[config.mk]
export PLATFORM = sky130hd
export DESIGN_NAME = lfsr_c17_bist
export DESIGN_NICKNAME = d
export VERILOG_FILES = /design/src/rtl/lfsr_c17_bist.sv
export SDC_FILE = /design/constraint.sdc
export NUM_CORES = 1
export LEC_CHECK = 0
export BUFFER_PORTS_ARGS = -buffer_cell sky130_fd_sc_hd__buf_2
export CAP_MARGIN = 30
export CORE_AREA = 2 2 39 41
export CTS_CLUSTER_SIZE = 24
export DETAILED_ROUTE_END_ITERATION = 7
export DIE_AREA = 0 0 41 43
export PLACE_DENSITY = 0.61
export SYNTH_ARGS = -nofsm -noshare
export SYNTH_HDL_FRONTEND = slang
export SYNTH_SLANG_ARGS = --single-unit
[constraint.sdc]
create_clock -name clk -period 1.1 [get_ports clk]
set_input_delay 0.055 -clock clk [delete_from_list [all_inputs] [get_ports clk]]
set_output_delay 0.055 -clock clk [all_outputs]
set_load 0.1 [all_outputs]
[src/rtl/lfsr_c17_bist.sv]
// 5-bit XNOR Fibonacci LFSR pattern source driving the ISCAS-85 c17 circuit.
// Exposes the current pattern, both c17 responses and a one-cycle wrap pulse.
module lfsr_c17_bist #(
  parameter logic [4:0] SEED_RST = 5'b00000
) (
  input  logic       clk,
  input  logic       reset,
  input  logic       en,
  input  logic       load,
  input  logic [4:0] seed,
  output logic [4:0] q,
  output logic       n22,
  output logic       n23,
  output logic       wrap
);

  localparam logic [4:0] LOCKUP = 5'b11111;

  logic       fb;
  logic [4:0] step;
  logic [4:0] seed_safe;
  logic [4:0] d;
  logic       wrap_d;

  assign fb        = ~(q[4] ^ q[2]);
  assign step      = {q[3:0], fb};
  assign seed_safe = (seed == LOCKUP) ? 5'b00000 : seed;

  always_comb begin
    d      = q;
    wrap_d = 1'b0;
    unique case (1'b1)
      load: begin
        d      = seed_safe;
        wrap_d = 1'b0;
      end
      (!load && en): begin
        d      = step;
        wrap_d = (step == SEED_RST);
      end
      (!load && !en): begin
        d      = q;
        wrap_d = 1'b0;
      end
      default: begin
        d      = q;
        wrap_d = 1'b0;
      end
    endcase
  end

  // One D flip-flop per stage so the chain maps directly onto the shift path.
  for (genvar i = 0; i < 5; i++) begin : g_chain
    always_ff @(posedge clk or negedge reset) begin
      if (!reset) begin
        q[i] <= SEED_RST[i];
      end else begin
        q[i] <= d[i];
      end
    end
  end

  always_ff @(posedge clk or negedge reset) begin
    if (!reset) begin
      wrap <= 1'b0;
    end else begin
      wrap <= wrap_d;
    end
  end

  logic n1, n2, n3, n6, n7;
  logic n10, n11, n16, n19;

  assign n1 = q[0];
  assign n2 = q[1];
  assign n3 = q[2];
  assign n6 = q[3];
  assign n7 = q[4];

  assign n10 = ~(n1 & n3);
  assign n11 = ~(n3 & n6);
  assign n16 = ~(n2 & n11);
  assign n19 = ~(n11 & n7);
  assign n22 = ~(n10 & n16);
  assign n23 = ~(n16 & n19);

endmodule

==> impl_metrics.yaml <==
power:
  totalPowerFinal_mw: 1.081
  internal_power_uw: 613.1
  power_frac_seq_pct: 25.0
  p_comb_share_pct: 56.3
  power.leakage_nw: 0.3065
  switching_share_pct: 43.28
  power_density_mw_per_mm2: 1677
  clockPowerShare_pct: 18.6
  p_sw_uw: 467.7
  peakVddDrop_mv: 0.5958
clocking:
  cts_tree: "yes"
  cts_buffers: 3
  htreeDepth: 1
  clk_pin_slew_ns: 0.04
  ctsLongestPathBuffers: 2
  cts_root_buf: "clkbuf_4"
  insertion_delay_ns: 0.24
  clock_sinks: 6
timing:
  setup_tns_ns: -0.1019
  hold_viol_final: 0
  worst_pin_slew_ns: 0.4823
  rsz0062_at_grt: "yes"
  fin_crit_ns: 1.160
  fin_ws_ns: -0.05993
  fin_crit_sh_pct: 105.4
  finalClockSkew_ns: 0.002424
  max_slew_margin_pct: 68.07
  timing.fmax_ghz: 0.8621
  setup_viol: 2
  slew_viol_final: 0
grt:
  grt_max_degree: 9
  grt_overflow: 0
  grt_usage_pct: 13.04
  grt_antenna_before_repair: 0
  grt_pass1_vias: 310
  grt_pass1_wl_mm: 1.414
routing:
  initialDrtViolationCount: 3
  antenna_left: 0
  vias: 317
  vias_per_cell: 4.529
  wl_per_cell_um: 11.87
  routed_wl_um: 831
  drc_errors: 0
  first_pass_iters: 4
placement:
  place_area_sq_um: 538.0
  place_congestion: 0.6615
  dpl_worst_slack_ns: 0.1079
  portBuffers: 16
floorplanning:
  design.core.area_sq_mm: 0.001384
  die_area_sq_mm: 0.001763
  die_w_um: 41
  start_util_pct: 26.22
  die_h_um: 43
  ios: 17
  row_count: 14
layout:
  final_nets: 65
  fillerInstances: 130
  utilization_pct: 46.56
  diodes: 0
  post-route-cell-area_sq_um: 644.4
  layout-drive-gt1-share_pct: 70.37
  syn2layout_area_growth_pct: 77.59
synth:
  syn_area_sq_um: 362.8
  syn-num-nets: 42
  synth_seq_cells: 6
  ys_warn_count: 0
  synth_commonest_cells: "dfrtp_1, buf_4, mux2i_1"
  synth_ff_type: "dfrtp_1"
  ys_seq_area_share_pct: 41.38
  async_reset_ff_share_pct: 100.0
  yosysTopAreaCell: "dfrtp_1"
  syn_avg_cell_area_sq_um: 11.00
  synth_top_area_share_pct: 41.38
  synth_edf_count: 0
  synth_cells: 33
  synth_cell_types: 15
  yosysMostFrequentCell: "dfrtp_1"
  synth.area.top_cells: "dfrtp_1, mux2i_1, buf_4"
setup_path:
  worst_ep_required_time_ns: 1.04
  critical_path_class: "reg2out"
  end_kind: "primary output"
  cp-start-kind: "flop"
  cp_max_fo: 5
  crit_arrival_ns: 1.10
outcome:
  violations: "setup timing"
  status: "complete, but fails checks"
flow_run:
  cap_violations: 0
worst_hold_path:
  hold_class: "in2reg"
[cells by family (layout without fill, tap and decap cells)]
logic type,Yosys count,count (layout),share of synthesized area (%)
AOI/OAI and AO/OA,8,8,18.97
buffers and inverters,7,28,13.10
DFF,6,6,41.38
and+or+nand+nor,6,6,10.35
muxes,5,5,13.79
xor gates and xnor gates,1,1,2.414
[area by class of cell]
class | count | area (sq um) | share of cell area [%]
clock buffer | 3 | 22.52 | 3.495
tap | 16 | 20.02 | 3.107
timing repair buffer | 25 | 255.2 | 39.61
multi-input combinational | 20 | 191.4 | 29.71
sequential | 6 | 155.1 | 24.08
[sequential cells by signal, indices dropped and copies added, names as in the netlist]
signal	cells
wrap	1
n2	1
n7	1
n6	1
n3	1
n1	1
[cell usage in the layout, fill, tap and decap left out]
cell           count
nand2_1            1
nor4b_2            1
and3_1             1
o22ai_1            1
buf_12             7
xnor2_2            1
and4_4             1
nor2_1             1
nand2_2            1
dfrtp_2            4
a21boi_2           1
dlygate4sd3_1      1
dfrtp_1            2
a22o_4             1
clkbuf_4           3
buf_4              8
buf_2              9
mux2i_1            5
o2bb2ai_1          4
o21a_2             1
[critical path, cell delays in order (launching register included)]
cell and delay (ns):
dfrtp_2 0.40, nand2_2 0.07, a22o_4 0.23, buf_12 0.16
[path summary, 6_finish.rpt]
check / start / to / slack, ns / depth (start not counted)
min reg2reg: n1$_DFFE_PN0P_ / wrap$_DFF_PN0_ / 0.67 / 2
min in group asynchronous: reset / n7$_DFFE_PN0P_ / 0.16 / 2
max reg2reg: n3$_DFFE_PN0P_ / n1$_DFFE_PN0P_ / 0.03 / 4
min: seed[1] / n2$_DFFE_PN0P_ / 0.04 / 2
max: n3$_DFFE_PN0P_ / n22 / -0.06 / 3
max in group asynchronous: reset / n2$_DFFE_PN0P_ / 0.77 / 2
[per-layer routing]
layer / track usage [%] / wire, um / vias to the layer above
met4: 14.00 / 46 / 0
li1: - / - / 160
met5: 0 / 0 / -
met1: 15.13 / 336 / 134
met2: 17.50 / 385 / 19
met3: 3.141 / 63 / 4
[power groups by stage]
| stage | Sequential (mW) | Clock (mW) | Combinational (mW) |
|---|---|---|---|
| CTS | 0.269 | 0.209 | 0.597 |
| global placement | 0.281 | 0 | 0.529 |
| finish | 0.270 | 0.202 | 0.609 |
| detailed placement | 0.283 | 0 | 0.531 |
| floorplan | 0.275 | 0 | 0.363 |
| global route | 0.274 | 0.227 | 0.636 |
[per-stage QoR]
step	instances	hold slack [ns]
after CTS	70	0.03122
final	70	0.03508
after global placement	60	-0.1160
after floorplan	33	-0.2406
after global routing	70	0.04665
after detailed placement	60	-0.1123
[timing repair]
item                                    in CTS  in global routing
pin swaps                                    1                  3
endpoints found under the hold margin        6                  0
gates resized for setup                      6                  2
gates cloned                                 0                  0
endpoints found under the setup margin       2                  4
buffers inserted                             6                  0
hold buffers                                 1                  0
Note: power is estimated with default switching activity, not from simulation.
